**src/rtl/spi_reg_bridge.sv**
```systemverilog
// SPI mode-0 slave that turns 16-bit frames into register-bus reads/writes.
// Optional burst addressing is enabled with `define SPI_BRIDGE_AUTOINC_EN.
module spi_reg_bridge #(
  parameter int ADDR_WIDTH = 7,
  parameter int DATA_WIDTH = 8,
  parameter int WR_HOLD    = 3,
  parameter int RD_HOLD    = 3
) (
  input  logic                  clk_i,
  input  logic                  rstn_n,
  input  logic                  sclk_i,
  input  logic                  cs_n_i,
  input  logic                  mosi_i,
  output logic                  miso_o,
  output logic [ADDR_WIDTH-1:0] addr_o,
  output logic [DATA_WIDTH-1:0] write_data_o,
  output logic                  write_en_o,
  output logic                  read_en_o,
  input  logic [DATA_WIDTH-1:0] read_data_i,
  output logic                  frame_err_o
);

  localparam int RX_W   = (ADDR_WIDTH > DATA_WIDTH - 1) ? ADDR_WIDTH : DATA_WIDTH - 1;
  localparam int CNT_W  = $clog2(ADDR_WIDTH + DATA_WIDTH);
  localparam int HMAX   = (WR_HOLD > RD_HOLD) ? WR_HOLD : RD_HOLD;
  localparam int HOLD_W = $clog2(HMAX + 1);

  typedef enum logic [2:0] {IDLE, CMD, RD_REQ, DATA, WR_REQ, DONE} state_t;

  state_t                state_reg, state_next;
  logic [2:0]            sclk_sync_reg;
  logic [2:0]            cs_sync_reg;
  logic [1:0]            mosi_sync_reg;
  logic [CNT_W-1:0]      bit_cnt_reg, bit_cnt_next;
  logic [HOLD_W-1:0]     hold_reg, hold_next;
  logic [RX_W-1:0]       rx_reg, rx_next;
  logic [DATA_WIDTH-1:0] tx_reg, tx_next;
  logic                  rw_reg, rw_next;
  logic [ADDR_WIDTH-1:0] addr_reg, addr_next;
  logic [DATA_WIDTH-1:0] wdata_reg, wdata_next;
  logic                  err_reg, err_next;
  // Set while a burst read beat has been prefetched but no bit of it clocked yet,
  // so ending the burst there is a normal close rather than an abort.
  logic                  quiet_reg, quiet_next;

  logic sclk_rise, sclk_fall, cs_high, cs_fall, mosi_s;

  assign sclk_rise = sclk_sync_reg[1] & ~sclk_sync_reg[2];
  assign sclk_fall = ~sclk_sync_reg[1] & sclk_sync_reg[2];
  assign cs_high   = cs_sync_reg[1];
  assign cs_fall   = ~cs_sync_reg[1] & cs_sync_reg[2];
  assign mosi_s    = mosi_sync_reg[1];

  always_ff @(posedge clk_i or negedge rstn_n) begin
    if (!rstn_n) begin
      state_reg     <= IDLE;
      sclk_sync_reg <= '0;
      cs_sync_reg   <= '0;
      mosi_sync_reg <= '0;
      bit_cnt_reg   <= '0;
      hold_reg      <= '0;
      rx_reg        <= '0;
      tx_reg        <= '0;
      rw_reg        <= 1'b0;
      addr_reg      <= '0;
      wdata_reg     <= '0;
      err_reg       <= 1'b0;
      quiet_reg     <= 1'b0;
    end else begin
      state_reg     <= state_next;
      sclk_sync_reg <= {sclk_sync_reg[1:0], sclk_i};
      cs_sync_reg   <= {cs_sync_reg[1:0], cs_n_i};
      mosi_sync_reg <= {mosi_sync_reg[0], mosi_i};
      bit_cnt_reg   <= bit_cnt_next;
      hold_reg      <= hold_next;
      rx_reg        <= rx_next;
      tx_reg        <= tx_next;
      rw_reg        <= rw_next;
      addr_reg      <= addr_next;
      wdata_reg     <= wdata_next;
      err_reg       <= err_next;
      quiet_reg     <= quiet_next;
    end
  end

  always_comb begin
    state_next   = state_reg;
    bit_cnt_next = bit_cnt_reg;
    hold_next    = hold_reg;
    rx_next      = rx_reg;
    tx_next      = tx_reg;
    rw_next      = rw_reg;
    addr_next    = addr_reg;
    wdata_next   = wdata_reg;
    err_next     = 1'b0;
    quiet_next   = quiet_reg;
    case (state_reg)
      IDLE: begin
        if (cs_fall) begin
          bit_cnt_next = '0;
          rx_next      = '0;
          quiet_next   = 1'b0;
          state_next   = CMD;
        end
      end
      CMD: begin
        if (cs_high) begin
          err_next   = 1'b1;
          state_next = IDLE;
        end else if (sclk_rise) begin
          rx_next = {rx_reg[RX_W-2:0], mosi_s};
          if (bit_cnt_reg == CNT_W'(ADDR_WIDTH)) begin
            rw_next      = rx_reg[ADDR_WIDTH-1];
            addr_next    = {rx_reg[ADDR_WIDTH-2:0], mosi_s};
            bit_cnt_next = '0;
            hold_next    = '0;
            state_next   = rx_reg[ADDR_WIDTH-1] ? RD_REQ : DATA;
          end else begin
            bit_cnt_next = bit_cnt_reg + CNT_W'(1);
          end
        end
      end
      RD_REQ: begin
        if (cs_high) begin
          err_next   = ~quiet_reg;
          state_next = IDLE;
        end else if (hold_reg == HOLD_W'(RD_HOLD)) begin
          tx_next      = read_data_i;
          bit_cnt_next = '0;
          state_next   = DATA;
        end else begin
          hold_next = hold_reg + HOLD_W'(1);
        end
      end
      DATA: begin
        if (cs_high) begin
          err_next   = ~(quiet_reg && (bit_cnt_reg == '0));
          state_next = IDLE;
        end else if (sclk_rise) begin
          quiet_next = 1'b0;
          rx_next    = {rx_reg[RX_W-2:0], mosi_s};
          if (bit_cnt_reg == CNT_W'(DATA_WIDTH - 1)) begin
            bit_cnt_next = '0;
            if (rw_reg) begin
              state_next = DONE;
            end else begin
              wdata_next = {rx_reg[DATA_WIDTH-2:0], mosi_s};
              hold_next  = '0;
              state_next = WR_REQ;
            end
          end else begin
            bit_cnt_next = bit_cnt_reg + CNT_W'(1);
          end
        end else if (sclk_fall && rw_reg && (bit_cnt_reg != '0)) begin
          // The falling edge before the first data rise already has the MSB on the pin.
          tx_next = {tx_reg[DATA_WIDTH-2:0], 1'b0};
        end
      end
      WR_REQ: begin
        if (hold_reg == HOLD_W'(WR_HOLD - 1)) begin
          state_next = DONE;
        end else begin
          hold_next = hold_reg + HOLD_W'(1);
        end
      end
      DONE: begin
        if (cs_high) begin
          state_next = IDLE;
        end
`ifdef SPI_BRIDGE_AUTOINC_EN
        else if (rw_reg && sclk_fall) begin
          // Prefetch the next read beat so its MSB is ready before the next rise.
          addr_next  = addr_reg + ADDR_WIDTH'(1);
          hold_next  = '0;
          quiet_next = 1'b1;
          state_next = RD_REQ;
        end else if (!rw_reg && sclk_rise) begin
          addr_next    = addr_reg + ADDR_WIDTH'(1);
          rx_next      = {rx_reg[RX_W-2:0], mosi_s};
          bit_cnt_next = CNT_W'(1);
          state_next   = DATA;
        end
`endif
      end
      default: state_next = IDLE;
    endcase
  end

  assign addr_o       = addr_reg;
  assign write_data_o = wdata_reg;
  assign write_en_o   = (state_reg == WR_REQ);
  assign read_en_o    = (state_reg == RD_REQ) && (hold_reg < HOLD_W'(RD_HOLD));
  assign frame_err_o  = err_reg;
  assign miso_o       = (state_reg == DATA) && rw_reg && !cs_high && tx_reg[DATA_WIDTH-1];

endmodule
```
**config.mk**
```make
export PLATFORM = sky130hd
export DESIGN_NAME = spi_reg_bridge
export DESIGN_NICKNAME = d
export VERILOG_FILES = /design/src/rtl/spi_reg_bridge.sv
export SDC_FILE = /design/constraint.sdc
export NUM_CORES = 1
export LEC_CHECK = 0
export CAP_MARGIN = 5
export CORE_ASPECT_RATIO = 2
export CORE_UTILIZATION = 53
export CTS_CLUSTER_DIAMETER = 120
export DETAILED_ROUTE_END_ITERATION = 10
export PLACE_DENSITY_LB_ADDON = 0.05
export SYNTH_ARGS = -nofsm -noshare
export SYNTH_HDL_FRONTEND = slang
export SYNTH_SLANG_ARGS = --single-unit
```
**constraint.sdc**
```tcl
create_clock -name clk_i -period 2.5 [get_ports clk_i]
set_clock_uncertainty 0.05 [all_clocks]
set_input_delay 0.25 -clock clk_i [delete_from_list [all_inputs] [get_ports clk_i]]
set_output_delay 0.25 -clock clk_i [all_outputs]
set_load 0.01 [all_outputs]
```
==> results.ini <==
[status]
status=complete, no violations

[yosys]
synth_simple_gate_area_share_pct=15.6
synth_area_sq_um=2210
synth_edf_count=0
synth.area.mux_share_pct=13.7
synth_top_family_by_area=simple AND/OR/NAND/NOR gates
synthCells=201
yosysWarningCount=0
seq_area_frac_synth_pct=55.6
synth_compound_area_share_pct=10.0
synthXorXnorAreaFrac_pct=0.397
ys.flop_type=dfrtp_1
synth_fp_nets=218
ys_async_sr_fraction_pct=100
synth_seq_cells=49
synthDistinctLibCells=38
syn_area_per_cell_sq_um=11.0
synth_fa_ha_area_share_pct=2.27

[critical_path]
crit_path_end_kind=primary output
cp.arrival_ns=2.06
path_delay_family=buffers and inverters
critPathLaunchType=register
slowest_delay_ns=0.53
cp_max_fo=10
slowest_stage=clkdlybuf4s50_1
path_class=register to primary output
required_ns=2.20
path_cells=inv_2 -> or2_1 -> nor2_1 -> and3_1 -> clkdlybuf4s50_1
cp.buffers_inverters=2

[timing]
grt_setup_unrepaired=false
hold_violations=0
worst_slew_pin_slew_ns=0.927
setup_viol=0
relSlewSlack_pct=37.8
period_needed_ns=2.36
fin_crit_sh_pct=94.6
fin_tns_setup_ns=0
slew_viol_final=0
max_freq_ghz=0.423

[detailed_routing]
wl_per_cell_um=17.0
drt-pass1-iter-count=4
vias=1629
drt_wl_total_mm=4.95
via_per_inst=5.60
antenna_left=0
drc=0
drt_iter0_drc=18

[floorplanning]
dieArea_sq_um=4440
core_area_sq_um=3920
start_util_pct=56.3
num_io_pins=32
placementRows=32
fp.dieH_um=93.3
dieWidth_um=47.6

[place]
placed_cell_area_sq_um=2590
place_inst=282
dp_hpwl_mm=3.68
place_congestion=0.894
port_buffers=31

[layout]
fin_cells=291
area_delta_synth_final_pct=23.1
drive_gt1_share_pct=15.4
nets=256
diodes=0
fillers=340
postLayoutCellArea_sq_um=2720

[clock_network]
clk_pin_slew_ns=0.09
ctsResizeCount=0
clockRootBuffer=clkbuf_8
cts-htree-levels=2
cts_buffers=5
cts_tree=built
clk_latency_ns=0.30
cts_buffer_depth=2
cts_num_sinks=49

[global_route]
grt_remaining_overflow=0
track_usage_pct=25.9
grt_max_degree=30
grt_pass1_vias=1698
grt_pass1_wl_mm=8.02
antenna_found_initial=0

[power_and_ir_drop]
power.internal_mw=1.29
pwr-share-clk_pct=30.9
powerDensity_nw_per_um2=673
comb_power_share_pct=18.7
p_sw_mw=0.536
power_mw=1.83
swShare_pct=29.3
leakage_nw=1.27
ir_drop_v=0.000568
p_seq_share_pct=50.4

[flow_run]
maxCapViolCount=0

[worst_hold_path]
hold_path.class=register to register

-- logic make-up after synthesis --
family,after synthesis
muxes,28
adders and majority gates,4
AOI/OAI and AO/OA,38
xor gates and xnor gates,1
and+or+nand+nor,68
DFF,49
buffers and inverters,13
-- metal layers --
layer | global-route usage, % | vias to the layer above | wire, um
met3 | 4.44 | 18 | 115
met1 | 28.5 | 800 | 1830
met5 | 0 | - | 0
met4 | 12.5 | 0 | 176
li1 | - | 774 | -
met2 | 44.9 | 37 | 2820
-- worst paths after layout --
check	start	cells past startpoint	to	slack (ns)
min in group asynchronous	rstn_n	2	frame_err_o$_DFF_PN0_	0.37
max reg2reg	hold_reg[0]$_DFFE_PN0P_	7	hold_reg[1]$_DFFE_PN0P_	0.35
min reg2reg	cs_sync_reg[0]$_DFF_PN0_	0	cs_sync_reg[1]$_DFF_PN0_	0.30
max in group asynchronous	rstn_n	3	write_data_o[5]$_DFFE_PN0P_	1.29
min	cs_sync_reg[0]$_DFF_PN0_	0	cs_sync_reg[1]$_DFF_PN0_	0.30
max	state_reg[0]$_DFFE_PN0P_	5	miso_o	0.14
-- per-stage QoR --
stage / util [%] / setup slack, ns / hold slack, ns
final: 69.2 / 0.136 / 0.304
after global routing: 69.2 / 0.00572 / 0.319
after CTS: 69.2 / 0.128 / 0.307
after detailed placement: 66.1 / 0.371 / 0.181
after global placement: 66.1 / 0.361 / 0.165
after floorplan: - / 0.582 / -0.0956
-- layout make-up --
cell class | count | area (sq um) | area share, %
Clock inverter | 2 | 38.8 | 1.43
Tap cell | 51 | 63.8 | 2.35
Sequential cell | 49 | 1230 | 45.1
Timing Repair Buffer | 39 | 368 | 13.5
Inverter | 5 | 18.8 | 0.691
Multi-Input combinational cell | 139 | 928 | 34.2
Clock buffer | 6 | 72.6 | 2.67
-- Yosys cell counts (3+ instances only) --
cell      instances  area share, %
dfrtp_1          49             56
nand2_1          35            6.0
o21ai_0          21            4.8
mux2_2           18            9.2
mux2i_1          10            4.5
nor2_1            9            1.5
a21oi_1           6            1.4
nor3_1            6            1.4
clkbuf_1          5           0.85
ha_1              4            2.3
buf_2             3           0.68
inv_1             3           0.51
nand2b_1          3           0.85
-- worst reg2reg max path, stage by stage (launching register included) --
cell and delay, ns:
dfrtp_1 0.37, inv_1 0.08, ha_1 0.23, or4b_1 0.45, o21ai_0 0.09, o41ai_1 0.12, nor3_2 0.28, mux2_2 0.37
-- placed cells by master (no fill, tap or decap), types with 2 or more instances in the layout --
cell type        Yosys  layout
mux2_2              18      18
nor3_1               6       6
nand3_1              2       2
dfrtp_1             49      49
nand2b_1             3       3
nor2_1               9       9
buf_4                0       7
nor3b_1              2       2
inv_1                3       3
o21ai_0             21      21
nand2_1             35      35
o41ai_1              2       2
ha_1                 4       4
and2_1               2       2
clkdlybuf4s50_1      0      30
mux2i_1             10      10
a21oi_1              6       6
clkbuf_8             0       5
-- power groups by stage --
stage | registers (mW) | logic [mW] | clock network (mW)
floorplan | 0.905 | 0.241 | 0
global placement | 0.929 | 0.329 | 0
detailed placement | 0.936 | 0.336 | 0
CTS | 0.921 | 0.342 | 0.580
global route | 0.933 | 0.386 | 0.608
finish | 0.922 | 0.342 | 0.565
-- timing repair --
| item | CTS | global route |
|---|---|---|
| hold buffers | 1 | 0 |
| setup buffers | 0 | 0 |
| hold endpoints to repair | 20 | 0 |
| setup endpoints to repair | 0 | 0 |
(Power assumes the default switching activity.)
==> variant, RTL diff (same settings) <==
Set the parameter `DATA_WIDTH` to 16 (it was 8).
--- a/src/rtl/spi_reg_bridge.sv
+++ b/src/rtl/spi_reg_bridge.sv
@@ -4,3 +4,3 @@
   parameter int ADDR_WIDTH = 7,
-  parameter int DATA_WIDTH = 8,
+  parameter int DATA_WIDTH = 16,
   parameter int WR_HOLD    = 3,
Interface: changed (resized read_data_i and write_data_o); port bits go from 32 to 48. The function was not compared with the original's and may differ.
==> variant against the unedited design <==
The run now ends with DRC, hold timing left. Cell area is 56% higher. Sequential cell count up 25. Fmax fell by 1.4%. Cell count up 54%. Area after synthesis rose by 55%. Power grew 77%. Die area increased by 53%. Wire length rose by 35%. Critical path type unchanged. Register-to-register slack about the same. Non-clock buffer count up 18. Setup slack got worse by 0.034 ns. Synthesized cell count grew 54%.
==> variant: results (changes against the unedited design) <==
gr usage total 0.225 (-0.0338); reg-to-reg endpoint bit_cnt_reg[3]; DR WL met3 279 µm (+140%); worst skew pair latency 0.34 ns (+0.04 ns); WL met1 2.68 mm (+46%); clock slew at reported path FFs 0.06 ns (-0.03 ns); failing checks DRC, hold timing; worst IR drop on VDD 0.482 mV (-15%); share of cells above drive strength 1 0.172 (+0.0176); synth unique cells 50 (+32%); mux cell area share after synthesis 0.126 (-0.0111); routability cong. 0.895 (+0.11%); Arrival @ worst endpoint 2.10 ns (+0.04 ns); Worst Hold Class in2async; initial drt markers 65 (+47); Min Hold Slack -0.0345 ns (-0.338 ns); FILL cells 505 (+49%); post-synthesis compound-gate area fraction 0.121 (+0.0206); CP max stage cell dfrtp_1; Tightest Pin Transition 0.832 ns (-0.0945 ns); Routed WL 6.70 mm (+35%); met2 routed WL 3.63 mm (+29%); met1 capacity usage during global routing 0.239 (-0.0456); Global Route met2 Usage 0.399 (-0.0494); # DRC 2 (+2); Fin. Hold Viols 35 (+35); status finished, violations left; syn_nets 336 (+54%); number of nets in the layout 385 (+50%); IO buf count 47 (+52%); sequential share of the synthesized area 0.542 (-0.0132); most common library cells after synthesis dfrtp_1, nand2_1, nor2_1; first-pass GRT wire length 11.2 mm (+40%); worst reg2reg path depth 5 (-2); R2R Path Start state_reg[0]; largest net degree at the start of global routing 40 (+33%)
==> variant: cell types whose count changed in the layout (fill, tap and decap cells not counted), moves of 9 or more <==
cell             unedited run  this run
dfrtp_1                    49        73
clkdlybuf4s50_1            30        46
clkbuf_16                   0         9
nor2_1                      9        26
nand2_1                    35        47
a21oi_1                     6        17
==> variant: area by class of cell <==
type | count | area, µm² | area share
timing repair buffer | 57 | 553 | 0.130
clock buffer | 10 | 239 | 0.0563
sequential | 74 | 1850 | 0.436
inverter | 7 | 26.3 | 0.00619
multi-input combinational | 210 | 1430 | 0.336
tap | 86 | 108 | 0.0253
clock inverter | 3 | 42.5 | 0.0100
==> variant: report_power, final <==
group	leakage [nW]	switching [W]	internal [W]
registers	0.919	0.000131	0.00129
clock network	0.136	0.000463	0.000780
logic	0.869	0.000337	0.000229
==> variant: metrics by stage <==
| step | cell area, µm² | std cells | worst slack [ns] | utilization | hold slack [ns] |
|---|---|---|---|---|---|
| after global placement | 3960 | 434 | 0.390 | 0.633 | 0.283 |
| after global routing | 4250 | 447 | 0.000839 | 0.679 | 0.0355 |
| after CTS | 4250 | 447 | 0.0896 | 0.678 | 0.00871 |
| after detailed placement | 3960 | 434 | 0.354 | 0.633 | 0.286 |
| after floorplan | 3410 | 310 | 0.548 | - | -0.0956 |
| final | 4250 | 447 | 0.102 | 0.679 | -0.0345 |
==> variant: worst max-delay path by stage <==
stage,from,to,cells after the start
6_report,state_reg[0],write_en_o,4
5_1_grt,state_reg[0],write_en_o,4
4_1_cts,state_reg[2],miso_o,3
3_5_place_dp,state_reg[0],bit_cnt_reg[3],5
3_3_place_gp,state_reg[0],bit_cnt_reg[3],5
2_1_floorplan,bit_cnt_reg[0],tx_reg[10],7
